[src/rtl/pe_relay.sv]
// pe_relay: two neighbour-data relay FIFOs (PE and PU channels) under a small
// run-control FSM. A config write sets the PE-channel relay limit. A run ends
// on eoc or once that many PE words have been pushed. The status word
// reports {overflow, PE words relayed}.
//
// Handshake (both channels): the pop side is first-word-fall-through.
// out_v is high whenever the FIFO holds a word and out shows the head word.
// A word transfers on a rising edge where out_v=1 and rdy_in=1. The push
// side has no back-pressure. in_v=1 in RUN offers a word. It is accepted
// when the FIFO has room; otherwise it is dropped and the overflow flag is
// set.

module pe_relay_fifo #(
    parameter int W  = 16,
    parameter int LD = 2
) (
    input  logic         clk,
    input  logic         reset,
    input  logic         run,
    input  logic         in_v,
    input  logic [W-1:0] in_data,
    input  logic         rdy,
    output logic [W-1:0] out_data,
    output logic         out_v,
    output logic         push,
    output logic         pop,
    output logic         empty,
    output logic         ovf_hit
);
    localparam int DEPTH = 1 << LD;
    localparam int CW    = LD + 1;

    logic [W-1:0]  mem_q [DEPTH];
    logic [LD-1:0] wr_ptr_q, wr_ptr_d;
    logic [LD-1:0] rd_ptr_q, rd_ptr_d;
    logic [CW-1:0] count_q, count_d;
    logic          full;

    assign full     = (count_q == CW'(DEPTH));
    assign empty    = (count_q == '0);
    assign out_v    = !empty;
    assign out_data = out_v ? mem_q[rd_ptr_q] : '0;
    assign push     = run && in_v && !full;
    assign pop      = out_v && rdy;
    // A full FIFO drops the offered word even if a pop frees a slot this cycle.
    assign ovf_hit  = run && in_v && full;

    // Next pointer/count values; pointers wrap naturally at the power-of-two depth.
    always_comb begin
        wr_ptr_d = wr_ptr_q;
        rd_ptr_d = rd_ptr_q;
        count_d  = count_q;
        if (push) begin
            wr_ptr_d = wr_ptr_q + 1'b1;
        end
        if (pop) begin
            rd_ptr_d = rd_ptr_q + 1'b1;
        end
        if (push && !pop) begin
            count_d = count_q + 1'b1;
        end else if (pop && !push) begin
            count_d = count_q - 1'b1;
        end
    end

    // Pointer and occupancy registers.
    always_ff @(posedge clk) begin
        if (!reset) begin
            wr_ptr_q <= '0;
            rd_ptr_q <= '0;
            count_q  <= '0;
        end else begin
            wr_ptr_q <= wr_ptr_d;
            rd_ptr_q <= rd_ptr_d;
            count_q  <= count_d;
        end
    end

    // Storage write. Contents need no reset because the count gates visibility.
    always_ff @(posedge clk) begin
        if (push) begin
            mem_q[wr_ptr_q] <= in_data;
        end
    end
endmodule

module pe_relay #(
    parameter int peId             = 0,
    parameter int dataLen          = 16,
    parameter int memDataLen       = 16,
    parameter int logNumPeMemLanes = 2,
    parameter int logMemNamespaces = 2,
    parameter int logFifoDepth     = 2
) (
    input  logic                        clk,
    input  logic                        reset,
    input  logic                        start,
    input  logic                        eoc,
    input  logic                        mem_wrt_valid,
    input  logic [logNumPeMemLanes-1:0] peId_mem_in,
    input  logic [logMemNamespaces-1:0] mem_data_type,
    input  logic [memDataLen-1:0]       mem_data_input,
    output logic [memDataLen-1:0]       mem_data_output,
    output logic                        inst_eol,
    input  logic [dataLen-1:0]          pe_neigh_data_in,
    input  logic                        pe_neigh_data_in_v,
    input  logic [dataLen-1:0]          pu_neigh_data_in,
    input  logic                        pu_neigh_data_in_v,
    output logic [dataLen-1:0]          pe_neigh_data_out,
    output logic                        pe_neigh_data_out_v,
    input  logic                        pe_neigh_rdy_in,
    output logic [dataLen-1:0]          pu_neigh_data_out,
    output logic                        pu_neigh_data_out_v,
    input  logic                        pu_neigh_rdy_in,
    // Debug view of the FSM: 0=IDLE 1=RUN 2=DRAIN 3=DONE
    output logic [1:0]                  dbg_state
);
    localparam int RL = memDataLen - 1;
    localparam logic [RL-1:0]               CNT_MAX  = '1;
    localparam logic [logNumPeMemLanes-1:0] PE_SEL   = logNumPeMemLanes'(peId);
    localparam logic [logMemNamespaces-1:0] CFG_TYPE = logMemNamespaces'(1);

    typedef enum logic [1:0] {
        S_IDLE  = 2'd0,
        S_RUN   = 2'd1,
        S_DRAIN = 2'd2,
        S_DONE  = 2'd3
    } state_t;

    state_t          state_q, state_d;
    logic [RL-1:0]   relay_limit_q, relay_limit_d;
    logic [RL-1:0]   push_cnt_q, push_cnt_d;
    logic [RL-1:0]   relay_cnt_q, relay_cnt_d;
    logic            ovf_q, ovf_d;
    logic            inst_eol_q, inst_eol_d;
    logic [memDataLen-1:0] mem_out_q, mem_out_d;

    logic run;
    logic cfg_hit;
    logic pe_push, pe_pop, pe_empty, pe_ovf;
    logic pu_push, pu_pop, pu_empty, pu_ovf;
    logic unused_cfg_msb;
    logic unused_pu_flags;

    assign run             = (state_q == S_RUN);
    assign cfg_hit         = mem_wrt_valid && (mem_data_type == CFG_TYPE) && (peId_mem_in == PE_SEL);
    assign unused_cfg_msb  = mem_data_input[memDataLen-1];
    assign unused_pu_flags = pu_push ^ pu_pop;

    pe_relay_fifo #(.W(dataLen), .LD(logFifoDepth)) u_pe_fifo (
        .clk      (clk),
        .reset    (reset),
        .run      (run),
        .in_v     (pe_neigh_data_in_v),
        .in_data  (pe_neigh_data_in),
        .rdy      (pe_neigh_rdy_in),
        .out_data (pe_neigh_data_out),
        .out_v    (pe_neigh_data_out_v),
        .push     (pe_push),
        .pop      (pe_pop),
        .empty    (pe_empty),
        .ovf_hit  (pe_ovf)
    );

    pe_relay_fifo #(.W(dataLen), .LD(logFifoDepth)) u_pu_fifo (
        .clk      (clk),
        .reset    (reset),
        .run      (run),
        .in_v     (pu_neigh_data_in_v),
        .in_data  (pu_neigh_data_in),
        .rdy      (pu_neigh_rdy_in),
        .out_data (pu_neigh_data_out),
        .out_v    (pu_neigh_data_out_v),
        .push     (pu_push),
        .pop      (pu_pop),
        .empty    (pu_empty),
        .ovf_hit  (pu_ovf)
    );

    // Next state, config capture, counters and the registered status outputs.
    always_comb begin
        state_d       = state_q;
        relay_limit_d = relay_limit_q;
        push_cnt_d    = push_cnt_q;
        relay_cnt_d   = relay_cnt_q;
        ovf_d         = ovf_q || pe_ovf || pu_ovf;

        if (pe_pop && (relay_cnt_q != CNT_MAX)) begin
            relay_cnt_d = relay_cnt_q + 1'b1;
        end
        if (pe_push && (push_cnt_q != CNT_MAX)) begin
            push_cnt_d = push_cnt_q + 1'b1;
        end

        case (state_q)
            S_IDLE: begin
                if (cfg_hit) begin
                    relay_limit_d = mem_data_input[RL-1:0];
                end
                if (start) begin
                    state_d     = (relay_limit_q != '0) ? S_RUN : S_DONE;
                    relay_cnt_d = '0;
                    push_cnt_d  = '0;
                    ovf_d       = 1'b0;
                end
            end
            S_RUN: begin
                // The push that reaches the limit ends the run in the same cycle.
                if (eoc || (push_cnt_d >= relay_limit_q)) begin
                    state_d = S_DRAIN;
                end
            end
            S_DRAIN: begin
                if (pe_empty && pu_empty) begin
                    state_d = S_DONE;
                end
            end
            S_DONE: begin
                if (!start) begin
                    state_d = S_IDLE;
                end
            end
            default: state_d = S_IDLE;
        endcase

        inst_eol_d = (state_d == S_IDLE) || (state_d == S_DONE);
        mem_out_d  = {ovf_d, relay_cnt_d};
    end

    // Control and status registers.
    always_ff @(posedge clk) begin
        if (!reset) begin
            state_q       <= S_IDLE;
            relay_limit_q <= '0;
            push_cnt_q    <= '0;
            relay_cnt_q   <= '0;
            ovf_q         <= 1'b0;
            inst_eol_q    <= 1'b1;
            mem_out_q     <= '0;
        end else begin
            state_q       <= state_d;
            relay_limit_q <= relay_limit_d;
            push_cnt_q    <= push_cnt_d;
            relay_cnt_q   <= relay_cnt_d;
            ovf_q         <= ovf_d;
            inst_eol_q    <= inst_eol_d;
            mem_out_q     <= mem_out_d;
        end
    end

    assign inst_eol        = inst_eol_q;
    assign mem_data_output = mem_out_q;
    assign dbg_state       = state_q;
endmodule
[config.mk]
export PLATFORM = sky130hd
export DESIGN_NAME = pe_relay
export DESIGN_NICKNAME = d
export VERILOG_FILES = /design/src/rtl/pe_relay.sv
export SDC_FILE = /design/constraint.sdc
export NUM_CORES = 1
export LEC_CHECK = 0
export CAP_MARGIN = 15
export CORE_UTILIZATION = 25
export CTS_CLUSTER_DIAMETER = 120
export DETAILED_ROUTE_END_ITERATION = 10
export PLACE_DENSITY = 0.53
export SYNTH_ARGS = -nofsm -noshare
export SYNTH_HDL_FRONTEND = slang
export SYNTH_SLANG_ARGS = --single-unit
[constraint.sdc]
create_clock -name clk -period 10.47 [get_ports clk]
set_input_delay 2.094 -clock clk [delete_from_list [all_inputs] [get_ports clk]]
set_output_delay 2.094 -clock clk [all_outputs]
set_load 0.1 [all_outputs]
After elaboration in Yosys (flattened, before gate mapping)
Memories as Yosys holds them, arrays and structs flattened. A register that Yosys moved wholly into a read port is not among the register bits.
Cells that the tools add are included.
{"block": "word_totals", "ff_bits": 79, "latchBits": 0, "ram_bits": 128, "rom_bits": 0, "n_memories": 2}
{"name": "u_pe_fifo.mem_q", "words": 4, "word_bits": 16, "rd": 1, "rd_clocked_by_memory_dff": 1, "wr": 1, "line": "33", "rtl": "logic [W-1:0] mem_q [DEPTH];"}
{"name": "u_pu_fifo.mem_q", "words": 4, "word_bits": 16, "rd": 1, "rd_clocked_by_memory_dff": 1, "wr": 1, "line": "33"}
{"block": "classes", "add_sub_neg": 10, "n_mul": 0, "div_mod_pow": 0, "order_cmp": 1, "eq_ne": 9, "shifts": 0, "n_mux": 28, "bitwise_logic": 0, "reduce_logical": 38}
{"cell": "$mux W15", "count": 6}
{"cell": "$mux W16", "count": 2}
{"cell": "$add A15 B1 Y15 const B", "count": 2}
{"cell": "$ne A15 B15 Y1 const B", "count": 2}
{"cell": "$mux W2", "count": 9}
{"cell": "$logic_and A1 B1 Y1", "count": 17}
{"cell": "$ge A15 B15 Y1", "count": 1}
{"cell": "$reduce_bool A15 Y1", "count": 1}
{"cell": "$mux W3", "count": 4}
{"cell": "$add A2 B1 Y2 const B", "count": 4}
{"cell": "$logic_not A1 Y1", "count": 8}
{"cell": "$pmux W2 S4", "count": 1}
{"cell": "$add A3 B1 Y3 const B", "count": 2}
{"cell": "$eq A2 B2 Y1 const B", "count": 3}
{"cell": "$eq A3 B3 Y1 const B", "count": 2}
{"cell": "$logic_not A2 Y1", "count": 3}
{"cell": "$logic_not A3 Y1", "count": 2}
{"cell": "$mux W1", "count": 6}
{"cell": "$sub A3 B1 Y3 const B", "count": 2}
{"cell": "$eq A2 B1 Y1 const B", "count": 2}
{"cell": "$logic_or A1 B1 Y1", "count": 4}
{"cell": "$reduce_bool A2 Y1", "count": 2}
{"cell": "$reduce_and A2 Y1", "count": 1}

Depth between registers and ports, before layout
Gate-level depths: netlist of run 1.
{"block": "logic_depth", "depth_word": 11, "ltp_mapped": 14}

Modules after synthesis
From an unflattened synthesis of run 1, not the netlist that was laid out.
{"block": "unflattened", "hier_cells": 613, "hier_area_um2": 8629.5}
{"module": "pe_relay_fifo", "instances": 2, "cells_each": 155, "area_each_um2": 2967.8, "seq_area_each_um2": 2102.0}
{"module": "pe_relay", "instances": 1, "cells_each": 303, "area_each_um2": 2693.8, "seq_area_each_um2": 980.9}

Worst setup path before layout of run 1
No wires, ideal clock.
{"block": "synth_timing", "kind": "input port to flip-flop", "from": "input port pe_neigh_data_in_v", "to": "register inst_eol_q (netlist: inst_eol)", "arrival_time_ps": 4745, "required_time_ps": 10408, "setup_slack_ps": 5663, "path_stages": 12, "path_buffers": 0, "path_cell_list": "and3b_1 -> nand2_1 -> a211oi_1 -> nand2_1 -> xnor2_1 -> ha_1 -> nand4_1 -> or4_1 -> o2111a_2 -> o311ai_4 -> or3b_1 -> nand3_1"}
{"block": "synth_via", "elab_chain_cells": 10}
{"element": "start, declared", "line": "106", "rtl": "input logic pe_neigh_data_in_v,"}
{"element": "$logic_and A1 B1 Y1 * (2 in a row)", "line": "43", "rtl": "assign push = run && in_v && !full;"}
{"element": "$logic_and A1 B1 Y1 *", "line": "191", "rtl": "if (pe_push && (push_cnt_q != CNT_MAX)) begin"}
{"element": "$mux W15 *", "line": "191"}
{"element": "$ge A15 B15 Y1 *", "line": "209", "rtl": "if (eoc || (push_cnt_d >= relay_limit_q)) begin"}
{"element": "$logic_or A1 B1 Y1 *", "line": "209"}
{"element": "$mux W2 *", "line": "209"}
{"element": "$pmux W2 S4 *", "line": "195", "rtl": "case (state_q)"}
{"element": "$eq A2 B2 Y1 / $logic_not A2 Y1 (equally long branches)", "line": "226", "rtl": "inst_eol_d = (state_d == S_IDLE) || (state_d == S_DONE);"}
{"element": "$logic_or A1 B1 Y1 *", "line": "226"}
{"element": "end signal, assigned", "line": "246", "rtl": "inst_eol_q <= inst_eol_d;"}
{"element": "end, declared", "line": "135", "rtl": "logic inst_eol_q, inst_eol_d;"}
Every way passes the cells marked *; elsewhere a longest branch is shown, timed or not.
A chain may end at the register's enable or synchronous reset.

Final worst setup path of run 1
Same ends and word-level chain as after synthesis.

==> flow_metrics.env, run 1 <==
export IMPL_place_port_buffers=112
export IMPL_final_non_filler_cells=1146
export IMPL_synth_edff_count=128
export IMPL_criticalPathCategory="in2reg"
export IMPL_required_ns=10.85
export IMPL_finalCriticalPeriod_ns=5.29
export IMPL_die_w_um=184
export IMPL_worstPathMaxFanout=6
export IMPL_dp_cells=1114
export IMPL_cts_buffer_depth=2
export IMPL_final_seq_area_um2=5180
export IMPL_p_leak_nw=3.60
export IMPL_wl_per_cell_um=14.8
export IMPL_hold_depth=2
export IMPL_ys_warnings=0
export IMPL_report_final_setup_viol=0
export IMPL_whs_ns=0.502
export IMPL_synth_area_um2=8300
export IMPL_end_of_flow_core_utilization_pct=32.3
export IMPL_remaining_drc_errors=0
export IMPL_routed_via_density=4.17
export IMPL_ys_seq_elements=195
export IMPL_ctsResizeCount=0
export IMPL_drt_pass1_iter_count=4
export IMPL_r2r_cells=13
export IMPL_cts_root_buffer_cell="clkbuf_16"
export IMPL_post_synth_main_area_contributors="edfxtp_1, dfxtp_1, mux4_2, ha_1, and2_1"
export IMPL_synth_top_cell_area_share_pct=46.3
export IMPL_numCtsBuffers=17
export IMPL_achievable_frequency_mhz=189
export IMPL_nFillCells=3229
export IMPL_postPlaceCellArea_um2=9910
export IMPL_tightestPinTransition_ns=1.09
export IMPL_status="complete, no violations"
export IMPL_min_delay_path_class="reg2reg"
export IMPL_ys_flop_type="edfxtp_1"
export IMPL_rows=66
export IMPL_post_cts_buffers=0
export IMPL_syn_instance_count=578
export IMPL_area_delta_synth_final_pct=27.0
export IMPL_grt_max_degree=36
export IMPL_cts_sink_count=195
export IMPL_finalHoldViolations=0
export IMPL_tns_ns=0
export IMPL_synthesis_area_per_instance_um2=14.4
export IMPL_biggest_cell_delay_along_the_critical_path_ns=0.52
export IMPL_post_cts_hold_buffer_count=0
export IMPL_totalWireLength_um=17000
export IMPL_rsz0062_at_grt="false"
export IMPL_max_slew_margin_pct=27.2
export IMPL_synth_top_area_cell="edfxtp_1"
export IMPL_number_of_violations_reported_at_the_end_of_detailed_routing_iteration_0=177
export IMPL_timing_critical_path_cells="clkdlybuf4s50_1 > and3b_1 > nand2_1 > a211oi_1 > nand2_1 > xnor2_1 > ha_1 > nand4_1 > or4_1 > o2111a_2 > o311ai_4 > or3b_1 > nand3_1"
export IMPL_reg2reg_from="u_pe_fifo.count_q[0]"
export IMPL_initial_core_utilization_pct=25.4
export IMPL_ioPinCount=114
export IMPL_vertical_die_dimension_um=184
export IMPL_post_route_period_util_pct=50.6
export IMPL_routed_via_count=4781
export IMPL_cp_start_kind="primary input"
export IMPL_layout_cells_most_common="edfxtp_1"
export IMPL_crit_start="pe_neigh_data_in_v"
export IMPL_grt_pass1_wl_um=27200
export IMPL_final_layout_size_suffix_gt1_share_pct=10.8
export IMPL_ys_seq_area_share_pct=62.5
export IMPL_maxSlewViolCount=0
export IMPL_power_density_nw_per_um2=260
export IMPL_insertion_delay_ns=0.43
export IMPL_antenna_cells_inserted=0
export IMPL_mostFrequentLayoutCells="edfxtp_1, clkdlybuf4s50_1, dfxtp_1"
export IMPL_min_delay_start="ovf_q"
export IMPL_dp_final_hpwl_um=11100
export IMPL_synth_cell_types=51
export IMPL_antenna_found_initial=0
export IMPL_finish_net_count=781
export IMPL_overall_global_routing_usage_pct=10.5
export IMPL_worst_ep_arrival_time_ns=5.67
export IMPL_first_global_vias=5046
export IMPL_die_area_um2=33900
export IMPL_cpMostUsedCell="nand2_1"
export IMPL_dp_slack_ns=4.73
export IMPL_fin_worst_skew_ns=0.0139
export IMPL_cts_reportedPaths_clkPinSlew_ns=0.08
export IMPL_asyncSetResetFlopFracSynth_pct=0
export IMPL_routabilityCongestion=0.697
export IMPL_design_area_um2=10500
export IMPL_ir_worst_vdd_mv=0.180
export IMPL_post_route_worst_setup_slack_ns=5.18
export IMPL_end_kind="flop"
export IMPL_route_antenna_remaining_nets=0
export IMPL_globalRouteOverflowTotal=0
export IMPL_area_of_the_core_um2=32600
export IMPL_ctsHtreeMaxLevel=4
export IMPL_cts_tree="built"
export IMPL_cpMaxStageDelayCell="or4_1"
export IMPL_multi_input_comb_area_um2=2920
export IMPL_post_layout_total_power_mw=2.74
export IMPL_synth_fp_nets=668
export IMPL_drv_max_cap_violation_count=0
## registers in the layout, indices dropped and copies added, names as in the netlist, named ones only
register	flops
ovf_q	1
u_pe_fifo.mem_q	64
relay_limit_q	15
u_pu_fifo.mem_q	64
u_pu_fifo.rd_ptr_q	2
u_pe_fifo.wr_ptr_q	2
dbg_state	2
mem_data_output	1
inst_eol	1
u_pe_fifo.rd_ptr_q	2
u_pu_fifo.count_q	3
relay_cnt_q	14
push_cnt_q	15
u_pu_fifo.wr_ptr_q	2
u_pe_fifo.count_q	3
## report_power, final
part | leakage [nW] | switching (mW) | internal [mW]
sequential | 1.70 | 0.0424 | 0.873
combinational | 1.60 | 0.798 | 0.337
clock | 0.304 | 0.336 | 0.349
## logic make-up after synthesis
kind of cell / after synthesis / share of synthesized area (%)
simple gates: 182 / 12.5
fa+ha+maj: 29 / 4.56
mux: 52 / 11.1
flops: 195 / 62.5
compound gates: 39 / 3.57
xor+xnor: 33 / 3.48
buf+inv: 48 / 2.31
## final timing paths
path | endpoint | slack (ns)
max reg2reg | inst_eol | 6.79
max | inst_eol | 5.18
min | ovf_q | 0.50
min reg2reg | ovf_q | 0.50
## Yosys cell counts, types with 2 or more instances
| cell | instances |
|---|---|
| xor2_1 | 11 |
| a21oi_1 | 8 |
| ha_1 | 27 |
| nor2b_1 | 34 |
| nand2_1 | 22 |
| and4_1 | 4 |
| mux4_2 | 32 |
| a211oi_1 | 2 |
| a21boi_0 | 4 |
| dfxtp_1 | 67 |
| o21bai_1 | 2 |
| buf_4 | 2 |
| nand3b_1 | 2 |
| and2_1 | 43 |
| o211ai_1 | 2 |
| o21ai_0 | 7 |
| nand3_1 | 13 |
| edfxtp_1 | 128 |
| inv_1 | 26 |
| and3_1 | 10 |
| xnor2_1 | 22 |
| nor3_1 | 4 |
| nand4_1 | 11 |
| mux2i_1 | 19 |
| nor2_1 | 22 |
| nor4_1 | 4 |
| o31a_1 | 2 |
| clkbuf_1 | 17 |
| or3_1 | 6 |
| buf_2 | 3 |
| fa_1 | 2 |
## cell type report
| type | count | share of cell area [%] |
|---|---|---|
| clock inverter | 15 | 1.92 |
| timing repair buffer | 116 | 10.9 |
| clock buffer | 17 | 4.04 |
| sequential | 195 | 49.2 |
| inverter | 26 | 0.926 |
| tap | 442 | 5.25 |
| multi-input combinational | 335 | 27.7 |
## per-layer routing
layer	wire length [um]	track usage (%)
met5	0	0
met2	7680	16.7
met3	728	2.79
met4	135	2.70
met1	8410	14.2
## critical path: cells and delay by family
kind | cells | cell delay [ns]
AND/OR/NAND/NOR | 7 | 1.70
AO/OA/AOI/OAI | 3 | 0.90
buffers and inverters | 1 | 0.50
adder cells (fa/ha/maj) | 1 | 0.30
XOR/XNOR | 1 | 0.16
Note: power is estimated with default switching activity, not from simulation.
==> inputs of run 2 (changes only) <==
--- a/config.mk
+++ b/config.mk
@@ -9,7 +9,7 @@
 export CORE_UTILIZATION = 25
 export CTS_CLUSTER_DIAMETER = 120
 export DETAILED_ROUTE_END_ITERATION = 10
-export PLACE_DENSITY = 0.53
+export PLACE_DENSITY = 0.54
 export SYNTH_ARGS = -nofsm -noshare
 export SYNTH_HDL_FRONTEND = slang
 export SYNTH_SLANG_ARGS = --single-unit
==> constraint.sdc (replaced) <==
create_clock -name clk -period 4.25 [get_ports clk]
set_input_delay 0.85 -clock clk [delete_from_list [all_inputs] [get_ports clk]]
set_output_delay 0.85 -clock clk [all_outputs]
set_load 0.1 [all_outputs]
==> run 2 against run 1 <==
Net effect:
- sequential power increased by 140%
- wire length decreased by 0.79%
- first-iteration DRC count increased by 33%
- utilization increased by 0.092 points
- via count increased by 0.79%
- largest power group unchanged
- global-route usage decreased by 0.073 points
- non-clock buffer count increased by 17
- worst hold slack got worse by 0.032 ns
- clock power increased by 140%
- count of clock-buffer cells in the layout unchanged
- cell area increased by 0.28%
- total power increased by 140%
==> flow_metrics.env, run 2 (synthesis results as in run 1) <==
export IMPL_overall_global_routing_usage_pct=10.4
export IMPL_die_area_um2=33900
export IMPL_finish_net_count=798
export IMPL_timing_critical_path_cells="clkdlybuf4s50_1 > and3b_1 > nand2_1 > a21oi_1 > buf_4 > mux2_2 > ha_1 > nand3_1 > or4_1 > o2111a_2 > o311ai_4 > or3b_1 > nand3_1"
export IMPL_min_delay_path_class="reg2reg"
export IMPL_dp_final_hpwl_um=11300
export IMPL_rows=66
export IMPL_final_layout_size_suffix_gt1_share_pct=17.5
export IMPL_area_of_the_core_um2=32600
export IMPL_numCtsBuffers=17
export IMPL_postPlaceCellArea_um2=9940
export IMPL_remaining_drc_errors=0
export IMPL_die_w_um=184
export IMPL_top_layer_used_by_detailed_routing="met4"
export IMPL_cts_sink_count=195
export IMPL_dp_slack_ns=0.0555
export IMPL_total_switching_power_mw=2.88
export IMPL_met2RoutedLength_um=7630
export IMPL_logic_pwr_share_pct=42.0
export IMPL_required_ns=4.64
export IMPL_post_cts_hold_buffer_count=0
export IMPL_reg2reg_from="u_pe_fifo.count_q[2]"
export IMPL_ioPinCount=114
export IMPL_cts_root_buffer_cell="clkbuf_16"
export IMPL_cp_start_kind="primary input"
export IMPL_report_final_setup_viol=0
export IMPL_maxSlewViolCount=0
export IMPL_area_delta_synth_final_pct=27.3
export IMPL_cpMaxStageDelayCell="clkdlybuf4s50_1"
export IMPL_biggest_cell_delay_along_the_critical_path_ns=0.47
export IMPL_post_route_period_util_pct=87.2
export IMPL_worst_ep_arrival_time_ns=4.09
export IMPL_routabilityCongestion=0.727
export IMPL_wl_met3_um=912
export IMPL_vertical_die_dimension_um=184
export IMPL_final_non_filler_cells=1163
export IMPL_globalRouteOverflowTotal=0
export IMPL_totalWireLength_um=16800
export IMPL_max_slew_margin_pct=25.1
export IMPL_routed_via_count=4819
export IMPL_criticalPathCategory="in2reg"
export IMPL_tightestPinTransition_ns=1.12
export IMPL_seqPwrFrac_pct=33.5
export IMPL_post_cts_buffers=0
export IMPL_finalHoldViolations=0
export IMPL_whs_ns=0.470
export IMPL_first_global_vias=4880
export IMPL_post_layout_total_power_mw=6.69
export IMPL_antenna_cells_inserted=0
export IMPL_whs_endpoint="ovf_q"
export IMPL_ctsHtreeMaxLevel=4
export IMPL_status="complete, no violations"
export IMPL_drt_pass1_iter_count=5
export IMPL_power_report_internal_total_mw=3.81
export IMPL_hold_depth=2
export IMPL_end_kind="flop"
export IMPL_rsz0062_at_grt="false"
export IMPL_cts_tree="built"
export IMPL_regToRegSetupSlack_ns=0.74
export IMPL_largest_registers="u_pe_fifo.mem_q x64, u_pu_fifo.mem_q x64"
export IMPL_wl_met1_um=7990
export IMPL_critical_path_top_delay_family="simple AND/OR/NAND/NOR gates"
export IMPL_r2r_cells=13
export IMPL_tns_ns=0
export IMPL_achievable_frequency_mhz=270
export IMPL_power_switching_fraction_pct=43.1
export IMPL_number_of_violations_reported_at_the_end_of_detailed_routing_iteration_0=235
export IMPL_fin_worst_skew_ns=0.0106
export IMPL_wl_per_cell_um=14.5
export IMPL_mostFrequentLayoutCells="edfxtp_1, clkdlybuf4s50_1, dfxtp_1"
export IMPL_cpMostUsedCell="nand3_1"
export IMPL_dp_cells=1130
export IMPL_power_density_nw_per_um2=633
export IMPL_route_antenna_remaining_nets=0
export IMPL_p_leak_nw=3.73
export IMPL_clock_power_share_pct=24.5
export IMPL_critical_path_reg2reg_endpoint="inst_eol"
export IMPL_end_of_flow_core_utilization_pct=32.4
export IMPL_post_route_worst_setup_slack_ns=0.545
export IMPL_design_area_um2=10600
export IMPL_insertion_delay_ns=0.44
export IMPL_antenna_found_initial=0
export IMPL_cts_buffer_depth=2
export IMPL_ir_worst_vdd_mv=0.460
export IMPL_routed_via_density=4.14
export IMPL_ctsResizeCount=0
export IMPL_cts_reportedPaths_clkPinSlew_ns=0.08
export IMPL_layout_cells_most_common="edfxtp_1"
export IMPL_finalCriticalPeriod_ns=3.71
export IMPL_grt_max_degree=36
export IMPL_place_port_buffers=112
export IMPL_grt_pass1_wl_um=26500
export IMPL_initial_core_utilization_pct=25.4
export IMPL_path_buf_inv=2
export IMPL_worstPathMaxFanout=5
export IMPL_min_delay_start="ovf_q"
export IMPL_drv_max_cap_violation_count=0
-- run 2: changes by cell type in the layout (fill, tap and decap cells not counted) --
| cell | previous run | this run |
|---|---|---|
| clkinvlp_4 | 0 | 2 |
| clkinv_8 | 5 | 3 |
| buf_4 | 4 | 53 |
| inv_12 | 1 | 0 |
| inv_8 | 2 | 3 |
| clkdlybuf4s50_1 | 112 | 79 |
| buf_8 | 0 | 1 |
-- run 2: cell type report --
type / count / area, um^2
multi-input cells: 335 / 2920
clock buffers: 17 / 425
fillers: 3262 / 22100
clock inverters: 15 / 180
inverters: 26 / 97.6
well taps: 442 / 553
repair buffers: 133 / 1200
flip-flops and latches: 195 / 5180
-- run 2: tightest hold or removal path: cells and delay by family, from the launching register on --
kind | cells | cell delay, ns
compound gates | 1 | 0.04
simple gates | 1 | 0.07
flops | 1 | 0.33
-- run 2: routing by layer --
metal  up-vias  GRT usage [%]
met2        94           16.0
li1       2383              -
met4         0           4.60
met1      2325           13.7
met5         -              0
met3        17           3.04
-- run 2: how the worst max path moves through the flow --
stage / from / endpoint / slack (ns) / cells after the start
3_5_place_dp: pe_neigh_data_in_v / inst_eol / 0.06 / 13
5_1_grt: pe_neigh_data_in_v / inst_eol / 0.31 / 13
4_1_cts: pe_neigh_data_in_v / inst_eol / 0.53 / 13
2_1_floorplan: dbg_state[0] / inst_eol / 0.40 / 12
3_3_place_gp: pe_neigh_data_in_v / inst_eol / 0.08 / 14
6_report: pe_neigh_data_in_v / inst_eol / 0.54 / 13
-- run 2: power by group through the flow --
stage                     Sequential (mW)  Combinational (mW)  Clock, mW
after floorplan                      2.37                2.10          0
after global placement               2.28                2.84          0
after detailed placement             2.29                2.85          0
after CTS                            2.24                2.85       1.69
after global routing                 2.26                2.97       1.76
final                                2.24                2.81       1.64
